## src/rtl/nl2_scrub_pkg.sv

```systemverilog
// Shared types and parameter-legality helpers for the dbank scrub queue.
// Latency: n/a (types, constants and pure functions only).
// Backpressure: n/a.
`ifndef nl2_SRAM_BLOCK_ADDR_SIZE
`define nl2_SRAM_BLOCK_ADDR_SIZE 10
`endif

package nl2_scrub_pkg;

    // Widest configuration the entry storage is sized for. Narrower
    // instances zero-extend into these fields; the constant upper bits
    // fold away in synthesis.
    localparam int SCRUB_MAX_N_SRAM = 8;
    localparam int SCRUB_MAX_ADDR   = 32;

    // Legal values for both N_SRAM and DEPTH.
    localparam int SCRUB_LEGAL_A = 2;
    localparam int SCRUB_LEGAL_B = 4;
    localparam int SCRUB_LEGAL_C = 8;

    typedef struct packed {
        logic [SCRUB_MAX_N_SRAM-1:0] bnk;
        logic [SCRUB_MAX_ADDR-1:0]   addr;
    } scrub_entry_t;

    function automatic logic legal_size(input int v);
        return (v == SCRUB_LEGAL_A) || (v == SCRUB_LEGAL_B) || (v == SCRUB_LEGAL_C);
    endfunction

    // Exactly one bit set.
    function automatic logic is_onehot(input logic [SCRUB_MAX_N_SRAM-1:0] v);
        return (v != '0) && ((v & (v - 1'b1)) == '0);
    endfunction

endpackage

```

## src/rtl/nl2_scrub_fifo.sv

```systemverilog
// Pointer-based FIFO holding scrub entries, with full/empty/count status.
// Latency: a write is visible at rd_dat the cycle after it is written; no bypass.
// Backpressure: none internally; the caller must not write when full unless reading in the same cycle.
//
// Ports: clk, rst_a (async active-low); wr_en/wr_dat push; rd_en pops head;
//        rd_dat head entry; full, empty, count status.
module nl2_scrub_fifo
    import nl2_scrub_pkg::*;
#(
    parameter int DEPTH = 4,
    parameter int CNT_W = $clog2(DEPTH + 1)
) (
    input  logic             clk,
    input  logic             rst_a,
    input  logic             wr_en,
    input  scrub_entry_t     wr_dat,
    input  logic             rd_en,
    output scrub_entry_t     rd_dat,
    output logic             full,
    output logic             empty,
    output logic [CNT_W-1:0] count
);

    localparam int PTR_W = $clog2(DEPTH);

    scrub_entry_t     mem [DEPTH];
    logic [PTR_W-1:0] wptr;
    logic [PTR_W-1:0] rptr;

    // Storage carries no reset: entries are only observable through count.
    always_ff @(posedge clk) begin
        if (wr_en) begin
            mem[wptr] <= wr_dat;
        end
    end

    // DEPTH is a power of two, so pointers wrap naturally.
    always_ff @(posedge clk or negedge rst_a) begin
        if (!rst_a) begin
            wptr  <= '0;
            rptr  <= '0;
            count <= '0;
        end else begin
            if (wr_en) begin
                wptr <= wptr + 1'b1;
            end
            if (rd_en) begin
                rptr <= rptr + 1'b1;
            end
            if (wr_en && !rd_en) begin
                count <= count + 1'b1;
            end else if (rd_en && !wr_en) begin
                count <= count - 1'b1;
            end
        end
    end

    assign rd_dat = mem[rptr];
    assign empty  = (count == '0);
    assign full   = (count == CNT_W'(DEPTH));

endmodule

```

## src/rtl/nl2_new_dbank_scrub_queue.sv

```systemverilog
// Scrub command queue for dbanks: external commands plus a background address sweep, issued in FIFO order.
// Latency: push visible at head next cycle; head issues combinationally once its bank is active next cycle and data is held.
// Backpressure: req_ack drops when the queue is full unless the head issues in the same cycle.
//
// Ports: clk, rst_a (async active-low); req_scrub/req_bnk/req_addr command in,
//        req_ack accept; req_data_rcv and dbank_active_next gate issue; sweep_en
//        enables the background sweep; scrub_pending/scrub_proc/scrub_bnk/
//        scrub_addr/q_count describe the head and occupancy; sweep_done and
//        err_bnk are one-cycle status pulses.
module nl2_new_dbank_scrub_queue
    import nl2_scrub_pkg::*;
#(
    parameter int N_SRAM          = 4,
    parameter int BLOCK_ADDR_SIZE = `nl2_SRAM_BLOCK_ADDR_SIZE,
    parameter int DEPTH           = 4
) (
    input  logic                         clk,
    input  logic                         rst_a,
    input  logic                         req_scrub,
    output logic                         req_ack,
    input  logic [N_SRAM-1:0]            req_bnk,
    input  logic [BLOCK_ADDR_SIZE-1:0]   req_addr,
    input  logic                         req_data_rcv,
    input  logic [N_SRAM-1:0]            dbank_active_next,
    input  logic                         sweep_en,
    output logic                         scrub_pending,
    output logic                         scrub_proc,
    output logic [N_SRAM-1:0]            scrub_bnk,
    output logic [BLOCK_ADDR_SIZE-1:0]   scrub_addr,
    output logic [$clog2(DEPTH+1)-1:0]   q_count,
    output logic                         sweep_done,
    output logic                         err_bnk
);

    localparam int CNT_W = $clog2(DEPTH + 1);

    if (!legal_size(N_SRAM)) begin : g_bad_n_sram
        $error("nl2_new_dbank_scrub_queue: N_SRAM must be 2, 4 or 8");
    end
    if (!legal_size(DEPTH)) begin : g_bad_depth
        $error("nl2_new_dbank_scrub_queue: DEPTH must be 2, 4 or 8");
    end
    if (BLOCK_ADDR_SIZE < 1 || BLOCK_ADDR_SIZE > SCRUB_MAX_ADDR) begin : g_bad_addr
        $error("nl2_new_dbank_scrub_queue: BLOCK_ADDR_SIZE out of range");
    end

    logic                       fifo_full;
    logic                       fifo_empty;
    logic [CNT_W-1:0]           fifo_count;
    scrub_entry_t               head;
    scrub_entry_t               push_ent;
    logic [N_SRAM-1:0]          head_bnk;
    logic [BLOCK_ADDR_SIZE-1:0] head_addr;
    logic                       head_hi_unused;

    logic [N_SRAM-1:0]          sweep_bnk;
    logic [BLOCK_ADDR_SIZE-1:0] sweep_addr;
    logic                       sweep_wrap;

    logic                       bnk_ok;
    logic                       ext_push;
    logic                       inject;
    logic                       push;

    assign head_bnk  = head.bnk[N_SRAM-1:0];
    assign head_addr = head.addr[BLOCK_ADDR_SIZE-1:0];
    // Zero-extension bits of the shared entry type carry no information.
    assign head_hi_unused = |(head.bnk >> N_SRAM) | |(head.addr >> BLOCK_ADDR_SIZE);

    // Issue when the head's bank will be active and its write data is ready.
    assign scrub_proc = ~fifo_empty & req_data_rcv & |(head_bnk & dbank_active_next);

    // A full queue can still accept because the issuing head frees a slot at
    // the same edge. Gating with rst_a keeps the handshake quiet in reset.
    assign req_ack = rst_a & req_scrub & (~fifo_full | scrub_proc);

    // Malformed bank selects are acknowledged so the requester is not stuck,
    // but they never enter the queue.
    assign bnk_ok   = is_onehot(SCRUB_MAX_N_SRAM'(req_bnk));
    assign ext_push = req_ack & bnk_ok;

    // The sweep only fills an idle queue and always yields to a requester.
    assign inject = sweep_en & fifo_empty & ~req_scrub;
    assign push   = ext_push | inject;

    assign sweep_wrap = &sweep_addr;

    always_comb begin
        push_ent = '0;
        if (req_scrub) begin
            push_ent.bnk  = SCRUB_MAX_N_SRAM'(req_bnk);
            push_ent.addr = SCRUB_MAX_ADDR'(req_addr);
        end else begin
            push_ent.bnk  = SCRUB_MAX_N_SRAM'(sweep_bnk);
            push_ent.addr = SCRUB_MAX_ADDR'(sweep_addr);
        end
    end

    nl2_scrub_fifo #(
        .DEPTH (DEPTH),
        .CNT_W (CNT_W)
    ) u_fifo (
        .clk    (clk),
        .rst_a  (rst_a),
        .wr_en  (push),
        .wr_dat (push_ent),
        .rd_en  (scrub_proc),
        .rd_dat (head),
        .full   (fifo_full),
        .empty  (fifo_empty),
        .count  (fifo_count)
    );

    // Sweep position only advances on an actual inject, so dropping sweep_en
    // freezes it in place. Rotating the MSB bank left lands back on bit0,
    // which is exactly the restart point after a full sweep.
    always_ff @(posedge clk or negedge rst_a) begin
        if (!rst_a) begin
            sweep_bnk  <= {{(N_SRAM-1){1'b0}}, 1'b1};
            sweep_addr <= '0;
            sweep_done <= 1'b0;
            err_bnk    <= 1'b0;
        end else begin
            sweep_done <= inject & sweep_wrap & sweep_bnk[N_SRAM-1];
            err_bnk    <= req_ack & ~bnk_ok;
            if (inject) begin
                sweep_addr <= sweep_addr + 1'b1;
                if (sweep_wrap) begin
                    sweep_bnk <= {sweep_bnk[N_SRAM-2:0], sweep_bnk[N_SRAM-1]};
                end
            end
        end
    end

    assign scrub_pending = ~fifo_empty;
    assign scrub_bnk     = fifo_empty ? '0 : head_bnk;
    assign scrub_addr    = fifo_empty ? '0 : head_addr;
    assign q_count       = fifo_count;

endmodule

```

## config.mk

```make
export PLATFORM = sky130hd
export DESIGN_NAME = nl2_new_dbank_scrub_queue
export DESIGN_NICKNAME = d
export VERILOG_FILES = /design/src/rtl/nl2_scrub_pkg.sv /design/src/rtl/nl2_scrub_fifo.sv /design/src/rtl/nl2_new_dbank_scrub_queue.sv
export SDC_FILE = /design/constraint.sdc
export NUM_CORES = 1
export LEC_CHECK = 0
export ABC_AREA = 1
export CAP_MARGIN = 20
export CORE_MARGIN = 1.5
export CORE_UTILIZATION = 40
export DETAILED_ROUTE_END_ITERATION = 12
export PLACE_DENSITY = 0.7
export SLEW_MARGIN = 30
export SYNTH_ARGS = -nofsm -noshare
export SYNTH_HDL_FRONTEND = slang
export SYNTH_SLANG_ARGS = --single-unit
export TNS_END_PERCENT = 30
```

## constraint.sdc

```tcl
create_clock -name clk -period 4.6 [get_ports clk]
set_input_delay 0.69 -clock clk [delete_from_list [all_inputs] [get_ports clk]]
set_output_delay 0.69 -clock clk [all_outputs]
set_load 0.02 [all_outputs]
```

==> results of run 1 <==
state kept, by name, indices dropped and copies added, names as in the netlist:
register / cells
u_fifo.count: 3
u_fifo.wptr: 2
sweep_addr: 10
u_fifo.rptr: 2
sweep_done: 1
u_fifo.mem: 56
err_bnk: 1
sweep_bnk: 4
through the flow:
stage	instances	utilization	cell area [um^2]	hold WS, ns	setup slack (ns)
2_1_floorplan	343	-	3620	0.394	2.14
4_1_cts	500	0.498	4360	0.504	1.14
5_1_grt	500	0.498	4360	0.541	0.965
6_report	500	0.498	4360	0.499	1.16
3_5_place_dp	484	0.474	4150	0.485	1.28
3_3_place_gp	484	0.474	4150	0.470	1.32
cells by family (layout without fill, tap and decap cells):
logic type	Yosys count	count (layout)	share of synthesized area
simple gates	149	149	0.194
flops	79	79	0.624
compound gates	50	50	0.0729
buf+inv	45	94	0.0511
xor+xnor	12	12	0.0290
fa+ha+maj	7	7	0.0263
mux	1	1	0.00311
worst min path at each step:
| stage | from | end | slack, ns | cells after the start |
|---|---|---|---|---|
| floorplan | rst_a | err_bnk | 0.39 | 0 |
| global route | sweep_bnk[0] | sweep_bnk[0] | 0.54 | 2 |
| global placement | sweep_bnk[1] | sweep_bnk[1] | 0.47 | 2 |
| finish | sweep_bnk[1] | sweep_bnk[1] | 0.50 | 2 |
| CTS | sweep_bnk[3] | sweep_bnk[3] | 0.50 | 2 |
| detailed placement | sweep_bnk[2] | sweep_bnk[2] | 0.49 | 2 |
where the power goes:
group          switching (mW)  internal [mW]
clock network           0.246          0.307
logic                   0.600          0.415
registers              0.0831          0.852
routing by layer:
| layer | wire, um | global-route usage |
|---|---|---|
| met1 | 3230 | 0.208 |
| met2 | 3550 | 0.270 |
| met3 | 295 | 0.0222 |
| met4 | 128 | 0.0704 |
| met5 | 0 | 0 |
worst reg2reg max path: cells and delay by family, from the launching register on:
kind | cells | cell delay, ns
flip-flops | 1 | 0.79
AND/OR/NAND/NOR | 6 | 0.74
adder cells (fa/ha/maj) | 2 | 0.53
buffers and inverters | 2 | 0.37
AO/OA/AOI/OAI | 3 | 0.35
XOR/XNOR | 1 | 0.16
final cells by class:
| cell class | instances | area, um^2 |
|---|---|---|
| clock inverter | 5 | 82.6 |
| inverter | 32 | 124 |
| fill | 791 | 4400 |
| sequential | 79 | 2260 |
| tap | 108 | 135 |
| multi-input combinational | 219 | 1180 |
| timing repair buffer | 46 | 455 |
| clock buffer | 11 | 131 |
cell usage after synthesis (2+ instances only):
master    instances  area share
nand3_2           4       0.011
edfxtp_1         56        0.46
clkbuf_1         10       0.010
dfrtp_1          22        0.15
xor2_1           11       0.027
inv_1            27       0.028
a21oi_1          11       0.015
ha_1              6       0.021
nand2_1          58       0.060
inv_2             3      0.0031
nand2_2           6       0.010
nor2_1           50       0.052
nor3_4            2      0.0090
o21ai_0          37       0.051
nor3_1            2      0.0028
nor2_2            5      0.0086
nand3_1          16       0.022
==> flow_metrics.tcl, run 1 <==
set metrics [dict create \
    crit_buf_inv 3 \
    clock_sinks 79 \
    worstPathArrival_ns 2.75 \
    syn_area_um2 3620 \
    path_delay_family "buffers and inverters" \
    grt_use_total 0.160 \
    postSynthCellCount 343 \
    overflow 0 \
    r2r_setup_slack_ns 1.57 \
    path_clk_slew_ns 0.08 \
    num_vias 2469 \
    status "completed" \
    timing.rr.start "u_fifo.rptr[1]" \
    portBuffers 44 \
    rsz0062_at_grt "false" \
    synth_edf_count 56 \
    die_w_um 98.1 \
    crit_cells 9 \
    crit_chain "inv_2 -> nand3_1 -> nand3_1 -> nand2_1 -> o21ai_4 -> nand2_2 -> nand2_1 -> inv_1 -> clkdlybuf4s50_1" \
    ant_nets 0 \
    grt_pass1_wl_um 11900 \
    yosysSeqAreaShare 0.624 \
    final_common_cell "nand2_1" \
    finalWirelength_um 7200 \
    grt_pass1_vias 2430 \
    yosysWarningCount 0 \
    maxSlewHeadroom 0.449 \
    hold_viol_final 0 \
    cts_resized 0 \
    async_reset_ff_frac 0.291 \
    critPathLaunchType "register" \
    start_util 0.413 \
    postCtsSetupRepairBufs 0 \
    antenna_found_initial 0 \
    cts_buffers 9 \
    cp_slowest_cell "dfrtp_1" \
    p_leak_nw 1.72 \
    crit_path_end_kind "output port" \
    power.density_nw_per_um2 574 \
    fmax_mhz 291 \
    period_needed_ns 3.44 \
    syn2layout_area_growth_pct 20.5 \
    nNetsFinal 417 \
    cp-endpoint "req_ack" \
    fin_tns_setup_ns 0 \
    final-max-slew-violation-count 0 \
    dpl.hpwl_um 4950 \
    rr_worst_depth 14 \
    slowest_delay_ns 0.79 \
    clock_path_buffers 2 \
    worst-setup-path-type "register to output port" \
    startpoint "u_fifo.rptr[1]" \
    ys_seq_elements 79 \
    power_mw 2.50 \
    worstPathRequired_ns 3.91 \
    vias_per_cell 4.94 \
    io_pins 45 \
    routabilityCongestion 0.798 \
    cts-root-buf "clkbuf_8" \
    drive_above_1_share 0.115 \
    drc 0 \
    htree_levels 3 \
    placementRows 34 \
    skew_ns 0.00780 \
    timing.rr.end "u_fifo.count[2]" \
    hold_class "register to register" \
    clock_latency_ns 0.35 \
    avgSynthCellArea_um2 10.6 \
    drt_iter0_drc 127 \
    wl_per_cell_um 14.4 \
    maxCapViolCount 0 \
    dr.pass1.iters 5 \
    ys_types 34 \
    die_h_um 98.1 \
    hold_buffers 0 \
    cp_max_fo 16 \
    grt_max_degree 30 \
    setup_violations 0 \
    period_share 0.747 \
    coreArea_um2 8760 \
    cts_tree "built" \
    n_antenna_cell 0 \
    synth.net_count 373 \
    final_cell_mix "58 x nand2_1, 56 x edfxtp_1, 50 x nor2_1" \
    tightest_slew_ns 0.826 \
    die-area_um2 9630 \
    ys.flop_type "edfxtp_1" \
    ir_drop_v 0.000176 \
]
Power figures use the tool's default switching activity.
==> run 2: changes to the inputs <==
--- a/config.mk
+++ b/config.mk
@@ -10,7 +10,7 @@
 export CORE_MARGIN = 1.5
 export CORE_UTILIZATION = 40
 export DETAILED_ROUTE_END_ITERATION = 12
-export PLACE_DENSITY = 0.7
+export PLACE_DENSITY = 0.72
 export SLEW_MARGIN = 30
 export SYNTH_ARGS = -nofsm -noshare
 export SYNTH_HDL_FRONTEND = slang
==> constraint.sdc (replaced) <==
create_clock -name clk -period 3 [get_ports clk]
set_input_delay 0.45 -clock clk [delete_from_list [all_inputs] [get_ports clk]]
set_output_delay 0.45 -clock clk [all_outputs]
set_load 0.02 [all_outputs]
==> flow_metrics.tcl, run 2 (synthesis gave the netlist of run 1 again) <==
set metrics [dict create \
    drt_iter0_drc 166 \
    syn2layout_area_growth_pct 22.5 \
    cts-root-buf "clkbuf_8" \
    n_antenna_cell 0 \
    tightest_slew_ns 0.571 \
    largest_register_ffs 56 \
    clock_path_buffers 2 \
    ir_drop_v 0.000290 \
    hold_viol_final 0 \
    grt_use_total 0.164 \
    ff_latch_area_um2 2260 \
    rsz0062_at_grt "false" \
    vias_per_cell 4.90 \
    maxCapViolCount 0 \
    status "completed" \
    setup_violations 0 \
    hold_buffers 0 \
    start_util 0.413 \
    overflow 0 \
    die_w_um 98.1 \
    drc 0 \
    slowest_delay_ns 0.60 \
    antenna_found_initial 0 \
    rr_worst_depth 15 \
    wl_per_cell_um 14.8 \
    crit_path_end_kind "output port" \
    skew_ns 0.0128 \
    coreArea_um2 8760 \
    fmax_mhz 359 \
    crit_buf_inv 4 \
    maxSlewHeadroom 0.615 \
    num_vias 2511 \
    power_mw 3.86 \
    power.density_nw_per_um2 869 \
    final-max-slew-violation-count 0 \
    dpl.hpwl_um 5270 \
    finalWirelength_um 7570 \
    critPathLaunchType "register" \
    period_needed_ns 2.79 \
    clock_sinks 79 \
    crit_chain "buf_4 -> nand2_1 -> nand3_1 -> nand3_1 -> nand2_1 -> o21ai_4 -> buf_4 -> inv_1 -> clkdlybuf4s50_1" \
    placed_cells_incl_taps 496 \
    routabilityCongestion 0.848 \
    grt_max_degree 30 \
    clock_latency_ns 0.34 \
    dr.pass1.iters 4 \
    cts_buffers 9 \
    ant_nets 0 \
    cts_tree "built" \
    period_share 0.929 \
    r2r_setup_slack_ns 0.43 \
    crit_cells 9 \
    nNetsFinal 429 \
    cp_max_fo 29 \
    final_cell_area_um2 4440 \
    postCtsSetupRepairBufs 0 \
    cts_resized 0 \
    worst-setup-path-type "register to output port" \
    io_pins 45 \
    final_cell_mix "58 x nand2_1, 56 x edfxtp_1, 50 x nor2_1" \
    die_h_um 98.1 \
    dpl_cell_area_um2 4240 \
    grt_pass1_wl_um 12300 \
    largest-register "u_fifo.mem" \
    p_leak_nw 1.77 \
    reg_top3 "u_fifo.mem (56), sweep_addr (10), sweep_bnk (4)" \
    path_delay_family "buffers and inverters" \
    drive_above_1_share 0.144 \
    final_cells 512 \
    final_common_cell "nand2_1" \
    cp_slowest_cell "clkdlybuf4s50_1" \
    portBuffers 44 \
    worstPathRequired_ns 2.55 \
    grt_pass1_vias 2561 \
    fin_tns_setup_ns 0 \
    num-fill-cells 803 \
    htree_levels 3 \
    whs_path_depth 2 \
    hold_class "register to register" \
    multi_input_area_um2 1180 \
    placementRows 34 \
    die-area_um2 9630 \
    path_clk_slew_ns 0.08 \
    worstPathArrival_ns 2.34 \
]
==> run 2: area by class of cell <==
| class | count | area share |
|---|---|---|
| sequential | 79 | 0.509 |
| multi-input combinational | 219 | 0.265 |
| clock buffer | 9 | 0.0279 |
| clock inverter | 7 | 0.0161 |
| inverter | 32 | 0.0279 |
| tap | 108 | 0.0305 |
| timing repair buffer | 58 | 0.123 |
==> run 2: per-stage QoR <==
stage          utilization  setup slack [ns]  hold slack, ns
6_report             0.506             0.214           0.494
5_1_grt              0.506            0.0852           0.535
4_1_cts              0.506             0.185           0.499
3_5_place_dp         0.484             0.182           0.479
3_3_place_gp         0.484             0.235           0.468
2_1_floorplan            -             0.542           0.154
==> run 2: power breakdown <==
part	leakage, nW	switching, mW	internal (mW)
sequential	0.780	0.100	1.31
clock	0.0933	0.384	0.384
combinational	0.894	0.979	0.702
total	1.77	1.46	2.39
==> run 2: worst min-delay path, cell delays in order (launching register included) <==
cell and delay, ns:
dfrtp_1 0.35, nand2_1 0.05, o21ai_0 0.06
==> run 2: worst paths after layout <==
kind,end,startpoint
max in group asynchronous,sweep_bnk[0],rst_a
setup reg to reg,u_fifo.count[2],u_fifo.rptr[0]
min in group asynchronous,u_fifo.count[1],rst_a
setup / recovery,scrub_proc,u_fifo.rptr[0]
hold / removal,sweep_bnk[2],sweep_bnk[2]
hold reg to reg,sweep_bnk[2],sweep_bnk[2]
==> run 2: routing by layer <==
metal,share of wire,vias up,GRT usage,wire [um]
met1,0.43,1198,0.200,3260
met4,0.016,0,0.0628,122
met5,0,-,0,0
met3,0.031,12,0.0229,237
met2,0.52,49,0.294,3950
li1,-,1252,-,-
==> run 3: changes to the inputs <==
--- a/config.mk
+++ b/config.mk
@@ -9,6 +9,8 @@
 export CAP_MARGIN = 20
 export CORE_MARGIN = 1.5
 export CORE_UTILIZATION = 40
+export CTS_BUF_LIST = sky130_fd_sc_hd__clkbuf_4
+export CTS_CLUSTER_SIZE = 8
 export DETAILED_ROUTE_END_ITERATION = 12
 export PLACE_DENSITY = 0.72
 export SLEW_MARGIN = 30
==> flow_metrics.tcl, run 3 (synthesis gave the netlist of run 1 again) <==
set metrics [dict create \
    drt_iter0_drc 205 \
    placed_cells_incl_taps 496 \
    highest_layer "met4" \
    clock_latency_ns 0.43 \
    hold_buffers 0 \
    routed-wl-met2_um 3850 \
    cp_max_fo 29 \
    dpl.hpwl_um 5270 \
    drive_above_1_share 0.146 \
    worstPathRequired_ns 2.55 \
    worst-setup-path-type "register to output port" \
    coreArea_um2 8760 \
    die_w_um 98.1 \
    vias_per_cell 4.92 \
    htree_levels 3 \
    final_cell_mix "58 x nand2_1, 56 x edfxtp_1, 49 x nor2_1" \
    period_share 0.958 \
    num_vias 2517 \
    path_clk_slew_ns 0.14 \
    finalWirelength_um 7580 \
    status "completed" \
    grt_use_total 0.167 \
    nNetsFinal 429 \
    final_common_cell "nand2_1" \
    rr_worst_depth 15 \
    fin_tns_setup_ns 0 \
    die_h_um 98.1 \
    crit_path_end_kind "output port" \
    clock_path_buffers 2 \
    placementRows 34 \
    tightest_slew_ns 0.564 \
    maxCapViolCount 0 \
    worstPathArrival_ns 2.42 \
    largest_register_ffs 56 \
    cts_tree "built" \
    cts_buffers 9 \
    cts-root-buf "clkbuf_4" \
    ir_drop_v 0.000313 \
    final_cells 512 \
    syn2layout_area_growth_pct 21.2 \
    maxSlewHeadroom 0.620 \
    n_antenna_cell 0 \
    p_leak_nw 1.74 \
    antenna_found_initial 0 \
    portBuffers 44 \
    wl_per_cell_um 14.8 \
    largest-register "u_fifo.mem" \
    clock_sinks 79 \
    grt_max_degree 30 \
    hold_class "input port to asynchronous set/reset pin" \
    grt_pass1_vias 2524 \
    ant_nets 0 \
    overflow 0 \
    critPathLaunchType "register" \
    reg_top3 "u_fifo.mem (56), sweep_addr (10), sweep_bnk (4)" \
    period_needed_ns 2.87 \
    drc 0 \
    skew_ns 0.0255 \
    power.density_nw_per_um2 849 \
    fmax_mhz 348 \
    routabilityCongestion 0.848 \
    die-area_um2 9630 \
    hold_viol_final 0 \
    start_util 0.413 \
    wl_met3_um 301 \
    dr.pass1.iters 4 \
    grt_pass1_wl_um 12400 \
    power_mw 3.73 \
    setup_violations 0 \
    wl_met1_um 3250 \
    final-max-slew-violation-count 0 \
    io_pins 45 \
]
run 3: cell count changes in the layout (fill, tap and decap cells not counted):
cell,before,now
buf_6,0,1
nor2_2,5,6
buf_4,14,13
clkbuf_8,9,0
inv_4,1,2
nor2_1,50,49
clkbuf_4,0,9
inv_2,3,2
run 3: repair_timing:
item / 4_1_cts / 5_1_grt
buffers inserted: 0 / 0
endpoints found under the setup margin: 0 / 2
resized for setup: 0 / 4
run 3: area by class of cell:
| cell class | count | area [um^2] |
|---|---|---|
| fill | 819 | 4380 |
| sequential | 79 | 2260 |
| multi-input combinational | 219 | 1180 |
| timing repair buffer | 58 | 549 |
| tap | 108 | 135 |
| inverter | 32 | 126 |
| clock inverter | 7 | 71.3 |
| clock buffer | 9 | 67.6 |
run 3: through the flow:
step,area (um^2),setup WS (ns),util,hold WS (ns)
floorplan,3620,0.542,-,0.154
global placement,4240,0.235,0.484,0.468
detailed placement,4240,0.182,0.484,0.479
CTS,4380,0.0653,0.500,0.428
global route,4390,-0.0132,0.501,0.429
finish,4390,0.126,0.501,0.425
run 3: final timing paths:
kind,startpoint,end,slack (ns)
max,u_fifo.rptr[0],scrub_proc,0.13
min in group clk,sweep_bnk[0],sweep_bnk[0],0.51
min reg2reg,sweep_bnk[0],sweep_bnk[0],0.51
min,rst_a,u_fifo.count[1],0.42
max in group asynchronous,rst_a,sweep_bnk[0],2.25
max reg2reg,u_fifo.rptr[0],u_fifo.count[2],0.44
run 3: routing by layer:
metal | vias up | global-route usage
met5 | - | 0
met1 | 1192 | 0.201
li1 | 1252 | -
met2 | 60 | 0.290
met4 | 0 | 0.0758
met3 | 13 | 0.0336
run 3: critical path: stages, from the launching register on:
cell and delay (ns):
dfrtp_1 0.43, buf_6 0.26, nand2_1 0.08, nand3_1 0.10
nand3_1 0.10, nand2_1 0.13, o21ai_4 0.07, buf_4 0.15
inv_1 0.06, clkdlybuf4s50_1 0.60
run 3: report_power, final:
| part | switching (mW) | internal [mW] | leakage, nW | total [mW] |
|---|---|---|---|---|
| clock network | 0.380 | 0.254 | 0.0700 | 0.634 |
| logic | 0.977 | 0.708 | 0.895 | 1.69 |
| registers | 0.103 | 1.31 | 0.780 | 1.41 |
